$ cat config.mk
export PLATFORM = sky130hd
export DESIGN_NAME = ili9341_spi_receiver
export DESIGN_NICKNAME = d
export VERILOG_FILES = /design/src/rtl/ili9341_pkg.sv /design/src/rtl/spi_byte_rx.sv /design/src/rtl/ili9341_spi_receiver.sv
export SDC_FILE = /design/constraint.sdc
export NUM_CORES = 1
export LEC_CHECK = 0
export ABC_CLOCK_PERIOD_IN_PS = 4500
export CAP_MARGIN = 30
export CORE_MARGIN = 1.5
export CORE_UTILIZATION = 46
export DETAILED_ROUTE_END_ITERATION = 7
export GPL_ROUTABILITY_DRIVEN = 0
export PLACE_DENSITY = 0.67
export SYNTH_ARGS = -nofsm -noshare
export SYNTH_HDL_FRONTEND = slang
export SYNTH_SLANG_ARGS = --single-unit
$ cat constraint.sdc
create_clock -name CLK_I -period 4.5 [get_ports CLK_I]
set_input_delay 0.45 -clock CLK_I [delete_from_list [all_inputs] [get_ports CLK_I]]
set_output_delay 0.45 -clock CLK_I [all_outputs]
set_load 0.1 [all_outputs]
$ cat src/rtl/ili9341_pkg.sv
// Shared definitions for the ILI9341 SPI write-link receiver: opcodes,
// decoder states, default panel geometry and cursor/address widths.
package ili9341_pkg;

    localparam logic [7:0] CMD_CASET = 8'h2A;
    localparam logic [7:0] CMD_PASET = 8'h2B;
    localparam logic [7:0] CMD_RAMWR = 8'h2C;

    localparam int DEFAULT_COLS = 240;
    localparam int DEFAULT_ROWS = 320;
    localparam int ADDR_W       = 17;
    localparam int CURSOR_W     = 9;

    typedef enum logic [2:0] {
        IDLE,
        CASET,
        PASET,
        RAMWR,
        IGNORE
    } state_t;

    // True for the three opcodes the decoder acts on.
    function automatic logic is_known_cmd(input logic [7:0] i_byte);
        return (i_byte == CMD_CASET) || (i_byte == CMD_PASET) || (i_byte == CMD_RAMWR);
    endfunction

endpackage

$ cat src/rtl/spi_byte_rx.sv
// SPI mode-0 byte deserialiser: synchronises the panel-bus pins into the
// system clock domain, detects SCK rising edges and assembles MSB-first bytes.
// A high chip select throws away any partially received byte.
module spi_byte_rx
    import ili9341_pkg::*;
#(
    parameter int SYNC_STAGES = 2
) (
    input  logic       i_clk,
    input  logic       i_rst,
    input  logic       i_cs_n,
    input  logic       i_sck,
    input  logic       i_mosi,
    input  logic       i_dc,
    output logic       o_byte_done,
    output logic [7:0] o_rx_byte,
    output logic       o_rx_dc
);

    logic [SYNC_STAGES-1:0] r_cs_sync;
    logic [SYNC_STAGES-1:0] r_sck_sync;
    logic [SYNC_STAGES-1:0] r_mosi_sync;
    logic [SYNC_STAGES-1:0] r_dc_sync;
    logic                   r_sck_prev;
    logic [6:0]             r_shift;
    logic [2:0]             r_bit_cnt;
    logic                   r_byte_done;
    logic [7:0]             r_rx_byte;
    logic                   r_rx_dc;

    logic w_cs_n;
    logic w_sck;
    logic w_mosi;
    logic w_dc;
    logic w_sck_rise;

    assign w_cs_n     = r_cs_sync[SYNC_STAGES-1];
    assign w_sck      = r_sck_sync[SYNC_STAGES-1];
    assign w_mosi     = r_mosi_sync[SYNC_STAGES-1];
    assign w_dc       = r_dc_sync[SYNC_STAGES-1];
    assign w_sck_rise = w_sck & ~r_sck_prev;

    // Synchroniser chains; chip select resets to the deselected level.
    always_ff @(posedge i_clk or posedge i_rst) begin
        // NOTE: clocked state uses non-blocking assignments so every flop samples pre-edge values.
        if (i_rst) begin
            r_cs_sync   <= '1;
            r_sck_sync  <= '0;
            r_mosi_sync <= '0;
            r_dc_sync   <= '0;
        end else begin
            r_cs_sync   <= {r_cs_sync[SYNC_STAGES-2:0], i_cs_n};
            r_sck_sync  <= {r_sck_sync[SYNC_STAGES-2:0], i_sck};
            r_mosi_sync <= {r_mosi_sync[SYNC_STAGES-2:0], i_mosi};
            r_dc_sync   <= {r_dc_sync[SYNC_STAGES-2:0], i_dc};
        end
    end

    // Shift in one bit per SCK rise; the eighth bit emits the byte and its D/C flag.
    always_ff @(posedge i_clk or posedge i_rst) begin
        if (i_rst) begin
            r_sck_prev  <= 1'b0;
            r_shift     <= '0;
            r_bit_cnt   <= '0;
            r_byte_done <= 1'b0;
            r_rx_byte   <= '0;
            r_rx_dc     <= 1'b0;
        end else begin
            r_byte_done <= 1'b0;
            r_sck_prev  <= w_sck;
            if (w_cs_n) begin
                r_bit_cnt <= '0;
            end else if (w_sck_rise) begin
                r_shift   <= {r_shift[5:0], w_mosi};
                r_bit_cnt <= r_bit_cnt + 3'd1;
                if (r_bit_cnt == 3'd7) begin
                    r_byte_done <= 1'b1;
                    r_rx_byte   <= {r_shift, w_mosi};
                    r_rx_dc     <= w_dc;
                end
            end
        end
    end

    assign o_byte_done = r_byte_done;
    assign o_rx_byte   = r_rx_byte;
    assign o_rx_dc     = r_rx_dc;

endmodule

$ cat src/rtl/ili9341_spi_receiver.sv
// Display-side ILI9341 write-link emulator: decodes CASET/PASET/RAMWR from the
// byte stream and turns RAMWR data into 16-bit framebuffer writes addressed by
// a column/page cursor that wraps inside the programmed windows.
module ili9341_spi_receiver
    import ili9341_pkg::*;
#(
    parameter int COLS        = DEFAULT_COLS,
    parameter int ROWS        = DEFAULT_ROWS,
    parameter int SYNC_STAGES = 2
) (
    input  logic              CLK_I,
    input  logic              RST_I,
    input  logic              spiCs,
    input  logic              spiSck,
    input  logic              spiMosi,
    input  logic              spiDc,
    output logic              pixWrEn,
    output logic [ADDR_W-1:0] pixAddr,
    output logic [15:0]       pixData,
    output logic              cmdStrobe,
    output logic [7:0]        cmdByte,
    output logic              unknownCmd
);

    localparam logic [CURSOR_W-1:0] EC_RESET  = CURSOR_W'(COLS - 1);
    localparam logic [CURSOR_W-1:0] EP_RESET  = CURSOR_W'(ROWS - 1);
    localparam logic [CURSOR_W:0]   COLS_LIM  = (CURSOR_W + 1)'(COLS);
    localparam logic [CURSOR_W:0]   ROWS_LIM  = (CURSOR_W + 1)'(ROWS);

    logic       w_byte_done;
    logic [7:0] w_rx_byte;
    logic       w_rx_dc;

    state_t r_state;
    state_t w_state_next;

    // Only bits [8:0] of the window bounds influence the cursor, so the upper
    // parameter bits are not kept.
    logic [CURSOR_W-1:0] r_sc;
    logic [CURSOR_W-1:0] r_ec;
    logic [CURSOR_W-1:0] r_sp;
    logic [CURSOR_W-1:0] r_ep;
    logic [CURSOR_W-1:0] r_col;
    logic [CURSOR_W-1:0] r_row;
    logic [1:0]          r_param_idx;
    logic                r_half;
    logic [7:0]          r_pix_hi;

    logic              r_pix_wr;
    logic [ADDR_W-1:0] r_pix_addr;
    logic [15:0]       r_pix_data;
    logic              r_cmd_strobe;
    logic [7:0]        r_cmd_byte;
    logic              r_unknown;

    logic [ADDR_W-1:0] w_addr;
    logic              w_in_range;
    logic              w_cmd_done;
    logic              w_data_done;

    spi_byte_rx #(
        .SYNC_STAGES (SYNC_STAGES)
    ) u_byte_rx (
        .i_clk       (CLK_I),
        .i_rst       (RST_I),
        .i_cs_n      (spiCs),
        .i_sck       (spiSck),
        .i_mosi      (spiMosi),
        .i_dc        (spiDc),
        .o_byte_done (w_byte_done),
        .o_rx_byte   (w_rx_byte),
        .o_rx_dc     (w_rx_dc)
    );

    assign w_cmd_done  = w_byte_done & ~w_rx_dc;
    assign w_data_done = w_byte_done & w_rx_dc;

    // Row-major framebuffer address; the product is truncated to the port width.
    assign w_addr     = ADDR_W'(r_row) * ADDR_W'(COLS) + ADDR_W'(r_col);
    assign w_in_range = ({1'b0, r_col} < COLS_LIM) && ({1'b0, r_row} < ROWS_LIM);

    // Decoder state register.
    always_ff @(posedge CLK_I or posedge RST_I) begin
        if (RST_I) begin
            r_state <= IDLE;
        end else begin
            r_state <= w_state_next;
        end
    end

    // Next-state: commands select the mode, the fourth window parameter returns to IDLE.
    always_comb begin
        // NOTE: default first so every path assigns w_state_next and no latch is inferred.
        w_state_next = r_state;
        if (w_cmd_done) begin
            case (w_rx_byte)
                CMD_CASET: w_state_next = CASET;
                CMD_PASET: w_state_next = PASET;
                CMD_RAMWR: w_state_next = RAMWR;
                default:   w_state_next = IGNORE;
            endcase
        end else if (w_data_done) begin
            if ((r_state == CASET || r_state == PASET) && r_param_idx == 2'd3) begin
                w_state_next = IDLE;
            end
        end
    end

    // Command bookkeeping, window loading, pixel assembly and cursor movement.
    always_ff @(posedge CLK_I or posedge RST_I) begin
        if (RST_I) begin
            r_sc         <= '0;
            r_ec         <= EC_RESET;
            r_sp         <= '0;
            r_ep         <= EP_RESET;
            r_col        <= '0;
            r_row        <= '0;
            r_param_idx  <= '0;
            r_half       <= 1'b0;
            r_pix_hi     <= '0;
            r_pix_wr     <= 1'b0;
            r_pix_addr   <= '0;
            r_pix_data   <= '0;
            r_cmd_strobe <= 1'b0;
            r_cmd_byte   <= '0;
            r_unknown    <= 1'b0;
        end else begin
            r_cmd_strobe <= 1'b0;
            r_pix_wr     <= 1'b0;
            if (w_cmd_done) begin
                r_cmd_strobe <= 1'b1;
                r_cmd_byte   <= w_rx_byte;
                r_param_idx  <= '0;
                r_half       <= 1'b0;
                r_unknown    <= ~is_known_cmd(w_rx_byte);
                if (w_rx_byte == CMD_RAMWR) begin
                    r_col <= r_sc;
                    r_row <= r_sp;
                end
            end else if (w_data_done) begin
                case (r_state)
                    CASET: begin
                        case (r_param_idx)
                            2'd0:    r_sc[8]   <= w_rx_byte[0];
                            2'd1:    r_sc[7:0] <= w_rx_byte;
                            2'd2:    r_ec[8]   <= w_rx_byte[0];
                            default: r_ec[7:0] <= w_rx_byte;
                        endcase
                        r_param_idx <= r_param_idx + 2'd1;
                    end
                    PASET: begin
                        case (r_param_idx)
                            2'd0:    r_sp[8]   <= w_rx_byte[0];
                            2'd1:    r_sp[7:0] <= w_rx_byte;
                            2'd2:    r_ep[8]   <= w_rx_byte[0];
                            default: r_ep[7:0] <= w_rx_byte;
                        endcase
                        r_param_idx <= r_param_idx + 2'd1;
                    end
                    RAMWR: begin
                        if (!r_half) begin
                            r_pix_hi <= w_rx_byte;
                            r_half   <= 1'b1;
                        end else begin
                            r_half     <= 1'b0;
                            r_pix_data <= {r_pix_hi, w_rx_byte};
                            r_pix_addr <= w_addr;
                            r_pix_wr   <= w_in_range;
                            // Equality-only wrap: a cursor past the window end runs to 511 and rolls to 0.
                            if (r_col == r_ec) begin
                                r_col <= r_sc;
                                if (r_row == r_ep) begin
                                    r_row <= r_sp;
                                end else begin
                                    r_row <= r_row + 1'b1;
                                end
                            end else begin
                                r_col <= r_col + 1'b1;
                            end
                        end
                    end
                    default: begin
                    end
                endcase
            end
        end
    end

    assign pixWrEn    = r_pix_wr;
    assign pixAddr    = r_pix_addr;
    assign pixData    = r_pix_data;
    assign cmdStrobe  = r_cmd_strobe;
    assign cmdByte    = r_cmd_byte;
    assign unknownCmd = r_unknown;

endmodule
# Word level (Yosys, flattened, before mapping)

Cells that the tools add are included.

Register bits: 141
Input bits: 6
Output and inout bits: 44
Logic and storage cells: 127

Add/sub/neg operators: 5
$mul: 1
$lt $le $gt $ge: 2
Eq/ne operators: 13
Mux-type cells: 34
Bitwise logic cells: 10
Reductions and logical operators: 32

Operators by type and width:

| cell                                                                   | count |
|---|---|
| 9-bit 2-to-1 mux                                                       | 13 |
| 4-bit AND reduction                                                    | 11 |
| 8-bit by 6-bit equality test with 1-bit output (second input constant) | 3 |
| 9-bit by 1-bit adder with 9-bit output (second input constant)         | 2 |
| 9-bit equality test                                                    | 2 |
| 17-bit by 9-bit adder with 17-bit output                               | 1 |
| 3-bit 2-to-1 mux                                                       | 5 |
| 2-bit nonzero test                                                     | 7 |
| 9-bit by 4-bit multiplier with 13-bit output (second input constant)   | 1 |
| 1-bit 2-to-1 mux                                                       | 12 |
| 9-bit by 8-bit < comparator with 1-bit output (second input constant)  | 1 |
| 9-bit < comparator (second input constant)                             | 1 |
| 3-bit case mux with 3 select lines                                     | 1 |
| 2-bit AND reduction                                                    | 4 |
| 1-bit inverter                                                         | 7 |
| 3-bit by 2-bit equality test with 1-bit output (second input constant) | 2 |
| 2-bit 2-to-1 mux                                                       | 3 |
| 5-bit AND reduction                                                    | 1 |
| 2-bit equality test (second input constant)                            | 2 |
| 3-bit by 1-bit adder with 3-bit output (second input constant)         | 1 |
| 1-bit bitwise AND                                                      | 3 |
| 3-bit by 1-bit equality test with 1-bit output (second input constant) | 1 |
| 3-bit equality test (second input constant)                            | 1 |
| 1-bit logical OR                                                       | 3 |
| other kinds (8)                                                        | 9 |

# Longest topological paths before layout

Word-level depth: 7
Mapped depth: 14
Gate-level depth less buffers: 14

# Cells and area by module

A second synthesis with hierarchy kept.

Cell total of the unflattened synthesis: 681
Area total of the unflattened synthesis: 7353.3 um^2

By module, submodules not included:

| module               | instances | cells each | area each (um^2) | sequential area each (um^2) |
|---|---|---|---|---|
| ili9341_spi_receiver | 1         | 622        | 6321.1           | 2820.2 |
| spi_byte_rx          | 1         | 59         | 1032.2           | 728.2 |

# Worst setup path after synthesis

No wires, ideal clock.

Path type: reg-to-reg
Start point: register r_row[6]
End point: register r_pix_addr[16] (netlist: pixAddr[16])
Library setup time: 0.125 ns
Arrival time: 3.385 ns
Data required time: 4.375 ns
Slack: 0.990 ns
Stages on the path, launching flop included: 14
Path buffers: 1
Clock period less this slack: 3.510 ns
Path through: dfrtp_1 -> inv_1 -> fa_1 -> fa_1 -> inv_1 -> ha_1 -> buf_2 -> or3b_1 -> a221oi_2 -> a41oi_1 -> a31oi_4 -> nand4_1 -> xnor2_1 -> o21ai_1

Cells in the longest elaborated chain, start to end: 2

Ends and longest elaborated chain:

| item                                         | line                        | text |
|---|---|---|
| from (decl)                                  | ili9341_spi_receiver.sv:44  | `logic [CURSOR_W-1:0] r_row;` |
| from (signal assigned)                       | ili9341_spi_receiver.sv:138 | `r_row <= r_sp;` |
| from (signal assigned)                       | ili9341_spi_receiver.sv:173 | `r_row <= r_sp;` |
| from (signal assigned)                       | ili9341_spi_receiver.sv:175 | `r_row <= r_row + 1'b1;` |
| 9-bit by 4-bit multiplier with 13-bit output | ili9341_spi_receiver.sv:79  | `assign w_addr = ADDR_W'(r_row) * ADDR_W'(COLS) + ADDR_W'(r_col);` |
| 17-bit by 9-bit adder with 17-bit output     | ili9341_spi_receiver.sv:79  |  |
| to (signal assigned)                         | ili9341_spi_receiver.sv:167 | `r_pix_addr <= w_addr;` |
| to (decl)                                    | ili9341_spi_receiver.sv:50  | `logic [ADDR_W-1:0] r_pix_addr;` |

No other way between the ends.
A chain may end at the register's enable or synchronous reset.

# Final worst setup path

Same ends and word-level chain as after synthesis.

==> flow_summary.ini <==
[die]
placement_rows = 46
floorplan.initialDensity = 0.469
i_o_pin_count = 50
die_y_um = 130
die-width_um = 130
placeableCoreArea_um2 = 15800
floorplan.die_area_um2 = 16900

[critical_path]
largest_fanout_on_the_critical_path = 8
reg2reg_depth = 12
timing.setup.critical_path_class = flip-flop to flip-flop
timing.critical_path.required_ns = 4.76
timing.critical_path.from_type = flip-flop
end_kind = flip-flop
data_arrival_critical_path_ns = 4.11

[global_route]
globalRouteTotalUtil = 0.203
wire_length_of_the_first_global_routing_pass_mm = 26.6
globalRoute.totalOverflow = 0
antenna_found_initial = 0
grt_start_max_net_pins = 89
via_count_of_the_first_global_routing_pass = 5331

[synthesis]
synth_sequential_area_ratio = 0.478
average_cell_area_after_synthesis_um2 = 10.6
synth_ff_type = sky130_fd_sc_hd__dfrtp_1
ys_seq_elements = 141
syn_area_um2 = 7430
async_reset_ff_frac = 1.00
yosysWarnings = 0
postSynthCellCount = 699
synth-edff-count = 0
post_synth_num_cell_types = 65
syn_nets = 756

[hold_path]
holdCritPathClass = flip-flop to flip-flop
hold-path-cell-count = 0

[timing]
hold_ws_ns = 0.349
finalSetupViolations = 0
layout_setup_ws_ns = 0.649
post_route_minimum_period_ns = 3.85
final.setup_skew_ns = 0.0114
timing.max_slew.rel_slack = 0.331
final-hold-violation-count = 0
rsz0062_at_grt = false
fmax_mhz = 260
report.final.slew_viol_count = 0
slew_at_the_pin_closest_to_its_max_slew_limit_ns = 1.00
fin_crit_sh = 0.856
final.setup.tns_ns = 0

[power]
internal_power_mw = 2.30
peakVddDrop_uv = 256
leakagePower_nw = 4.09
power.share.switching = 0.214
pwr_dens_nw_per_um2 = 335
part_of_the_power_in_the_clock_network = 0.528
p_sw_mw = 0.626
sequentialPowerShare = 0.452
total_power_mw = 2.92
comb_power_share = 0.021

[place]
placed_cell_area_um2 = 8080
post-dp-hpwl_mm = 10.8
placement.setup.worst_slack_ns = 0.681
io_buffer_count = 49

[finish]
area_added_between_synthesis_and_finish_pct = 17.6
fraction_of_layout_cells_with_a_size_suffix_above_1 = 0.172
num_antenna_cells = 0
postLayoutCellArea_um2 = 8740
design.final.nets = 800

[drt]
postRouteWirelength_mm = 15.6
detail_route.wl_per_cell_um = 16.1
num_vias = 5174
route.detailed.drc = 0
vias_per_cell = 5.32
antenna_violating_nets_post_route = 0
drt_pass1_iterations = 4
drt-initial-drc-count = 235

[clock_network]
cts_tree = built
cts-hold-fix-buffers = 0
clkSlewWorstSetupHoldPaths_ns = 0.06
postCtsSetupBuffers = 0
cts.repair.resized = 0
h-tree-depth = 4
tritoncts_num_sinks = 141
cts.root.buffer_cell = sky130_fd_sc_hd__clkbuf_16
cts_made_buffers = 17
clk-insertion-delay-late_ns = 0.42
clk_path_buf_depth = 2

[run]
maxCapViolations = 0

[status]
status = complete, no violations
-- cell usage in the layout (no fill, tap or decap), types with 3 or more instances in the layout --
cell / netlist / layout
sky130_fd_sc_hd__a21oi_1: 28 / 28
sky130_fd_sc_hd__a31oi_1: 5 / 5
sky130_fd_sc_hd__and2_1: 6 / 6
sky130_fd_sc_hd__and3_1: 5 / 5
sky130_fd_sc_hd__buf_4: 1 / 5
sky130_fd_sc_hd__bufinv_16: 0 / 4
sky130_fd_sc_hd__clkbuf_16: 0 / 17
sky130_fd_sc_hd__clkdlybuf4s50_1: 0 / 49
sky130_fd_sc_hd__clkinv_4: 0 / 3
sky130_fd_sc_hd__dfrtp_1: 125 / 125
sky130_fd_sc_hd__dfstp_2: 16 / 16
sky130_fd_sc_hd__fa_1: 16 / 16
sky130_fd_sc_hd__ha_1: 35 / 35
sky130_fd_sc_hd__inv_1: 42 / 41
sky130_fd_sc_hd__inv_6: 0 / 5
sky130_fd_sc_hd__mux2_2: 60 / 60
sky130_fd_sc_hd__mux2i_1: 9 / 9
sky130_fd_sc_hd__nand2_1: 136 / 136
sky130_fd_sc_hd__nand2b_1: 6 / 6
sky130_fd_sc_hd__nand3_1: 9 / 9
sky130_fd_sc_hd__nand3b_1: 3 / 3
sky130_fd_sc_hd__nand4_1: 4 / 4
sky130_fd_sc_hd__nor2_1: 24 / 24
sky130_fd_sc_hd__nor2b_1: 5 / 5
sky130_fd_sc_hd__nor3_1: 6 / 5
sky130_fd_sc_hd__nor4_1: 4 / 4
sky130_fd_sc_hd__o21ai_0: 24 / 24
sky130_fd_sc_hd__o21ai_1: 7 / 7
sky130_fd_sc_hd__o21bai_1: 3 / 3
sky130_fd_sc_hd__o22a_1: 3 / 3
sky130_fd_sc_hd__o22ai_1: 10 / 10
sky130_fd_sc_hd__o31ai_1: 4 / 4
sky130_fd_sc_hd__xnor2_1: 24 / 24
sky130_fd_sc_hd__xor2_1: 12 / 12
-- metrics by stage --
stage | util | cells
2_1_floorplan | - | 699
3_3_place_gp | 0.511 | 940
3_5_place_dp | 0.511 | 940
4_1_cts | 0.552 | 972
5_1_grt | 0.552 | 972
6_report | 0.552 | 972
-- final cells by class --
type                    instances  area, um2
clock inverters                13        200
clock buffers                  19        453
repair buffers                 54        528
fillers                      1331       7090
flip-flops and latches        141       3550
well taps                     216        270
inverters                      42        163
multi-input cells             487       3570
-- critical path, cell delays in order (launching register included) --
cell,delay (ns)
sky130_fd_sc_hd__dfrtp_1,0.47
sky130_fd_sc_hd__inv_1,0.28
sky130_fd_sc_hd__fa_1,0.49
sky130_fd_sc_hd__fa_1,0.51
sky130_fd_sc_hd__inv_1,0.04
sky130_fd_sc_hd__ha_1,0.39
sky130_fd_sc_hd__or3b_1,0.40
sky130_fd_sc_hd__a221oi_2,0.26
sky130_fd_sc_hd__a41oi_1,0.14
sky130_fd_sc_hd__a31oi_4,0.30
sky130_fd_sc_hd__nand4_1,0.14
sky130_fd_sc_hd__xnor2_1,0.19
sky130_fd_sc_hd__o21ai_1,0.08
-- routing by layer --
layer,vias to the layer above,part of all wire,track usage
met4,0,0.019,0.0876
met3,20,0.029,0.0275
met1,2585,0.45,0.259
met2,111,0.50,0.346
li1,2458,-,-
met5,-,0,0
-- sequential cells by signal (all words and copies together) (netlist names), 2 cells and up --
name and count:
u_byte_rx.r_cs_sync 2, r_param_idx 2, u_byte_rx.r_bit_cnt 3, u_byte_rx.r_mosi_sync 2, r_sc 9, pixData 16
u_byte_rx.r_dc_sync 2, r_ep 9, u_byte_rx.o_rx_byte 8, u_byte_rx.r_sck_sync 2, r_sp 9, u_byte_rx.r_shift 7
r_row 9, r_state 3, r_ec 9, r_col 9, cmdByte 8, r_pix_hi 8
pixAddr 17
-- kinds of logic (layout without fill, tap and decap cells) --
kind of cell,after synthesis,after routing,synth area share
AND/OR/NAND/NOR,226,226,0.141
flip-flops,141,141,0.478
AO/OA/AOI/OAI,105,105,0.0923
buffers and inverters,71,128,0.0416
multiplexers,69,69,0.103
adder cells (fa/ha/maj),51,51,0.102
XOR/XNOR,36,36,0.0425
-- cells in the mapped netlist, types with 2 or more instances --
cell type | count | area [um2]
sky130_fd_sc_hd__nand2_1 | 136 | 510
sky130_fd_sc_hd__dfrtp_1 | 125 | 3130
sky130_fd_sc_hd__mux2_2 | 60 | 676
sky130_fd_sc_hd__inv_1 | 42 | 158
sky130_fd_sc_hd__ha_1 | 35 | 438
sky130_fd_sc_hd__a21oi_1 | 28 | 140
sky130_fd_sc_hd__nor2_1 | 24 | 90.1
sky130_fd_sc_hd__o21ai_0 | 24 | 120
sky130_fd_sc_hd__xnor2_1 | 24 | 210
sky130_fd_sc_hd__dfstp_2 | 16 | 420
sky130_fd_sc_hd__fa_1 | 16 | 320
sky130_fd_sc_hd__clkbuf_1 | 13 | 48.8
sky130_fd_sc_hd__xor2_1 | 12 | 105
sky130_fd_sc_hd__buf_2 | 11 | 55.1
sky130_fd_sc_hd__o22ai_1 | 10 | 62.6
sky130_fd_sc_hd__mux2i_1 | 9 | 90.1
sky130_fd_sc_hd__nand3_1 | 9 | 45.0
sky130_fd_sc_hd__o21ai_1 | 7 | 35.0
sky130_fd_sc_hd__and2_1 | 6 | 37.5
sky130_fd_sc_hd__nand2b_1 | 6 | 37.5
sky130_fd_sc_hd__nor3_1 | 6 | 30.0
sky130_fd_sc_hd__a31oi_1 | 5 | 31.3
sky130_fd_sc_hd__and3_1 | 5 | 31.3
sky130_fd_sc_hd__nor2b_1 | 5 | 31.3
sky130_fd_sc_hd__nand4_1 | 4 | 25.0
sky130_fd_sc_hd__nor4_1 | 4 | 25.0
sky130_fd_sc_hd__o31ai_1 | 4 | 30.0
sky130_fd_sc_hd__nand3b_1 | 3 | 22.5
sky130_fd_sc_hd__o21bai_1 | 3 | 22.5
sky130_fd_sc_hd__o22a_1 | 3 | 26.3
sky130_fd_sc_hd__a211o_1 | 2 | 17.5
sky130_fd_sc_hd__a211oi_1 | 2 | 15.0
sky130_fd_sc_hd__a21o_1 | 2 | 15.0
sky130_fd_sc_hd__buf_6 | 2 | 22.5
sky130_fd_sc_hd__nor3b_1 | 2 | 15.0
sky130_fd_sc_hd__nor4b_1 | 2 | 17.5
sky130_fd_sc_hd__o21a_1 | 2 | 15.0
sky130_fd_sc_hd__or3_1 | 2 | 12.5
sky130_fd_sc_hd__or3b_1 | 2 | 17.5
-- final timing paths --
kind | startpoint | to | slack, ns
worst min register to register | u_byte_rx.r_mosi_sync[0] | u_byte_rx.r_mosi_sync[1] | 0.35
worst min-delay path | u_byte_rx.r_mosi_sync[0] | u_byte_rx.r_mosi_sync[1] | 0.35
max in group asynchronous | RST_I | r_ep[1] | 3.04
worst max register to register | r_row[6] | pixAddr[16] | 0.65
min in group asynchronous | RST_I | cmdByte[7] | 0.54
worst max-delay path | r_row[6] | pixAddr[16] | 0.65
-- power by group through the flow --
stage	Clock, mW	Sequential [mW]	Combinational (mW)
global route	1.61	1.32	0.0691
detailed placement	0	1.34	0.0635
finish	1.54	1.32	0.0605
global placement	0	1.34	0.0601
floorplan	0	1.34	0.0457
CTS	1.56	1.32	0.0634
Note: power is estimated with default switching activity, not from simulation.
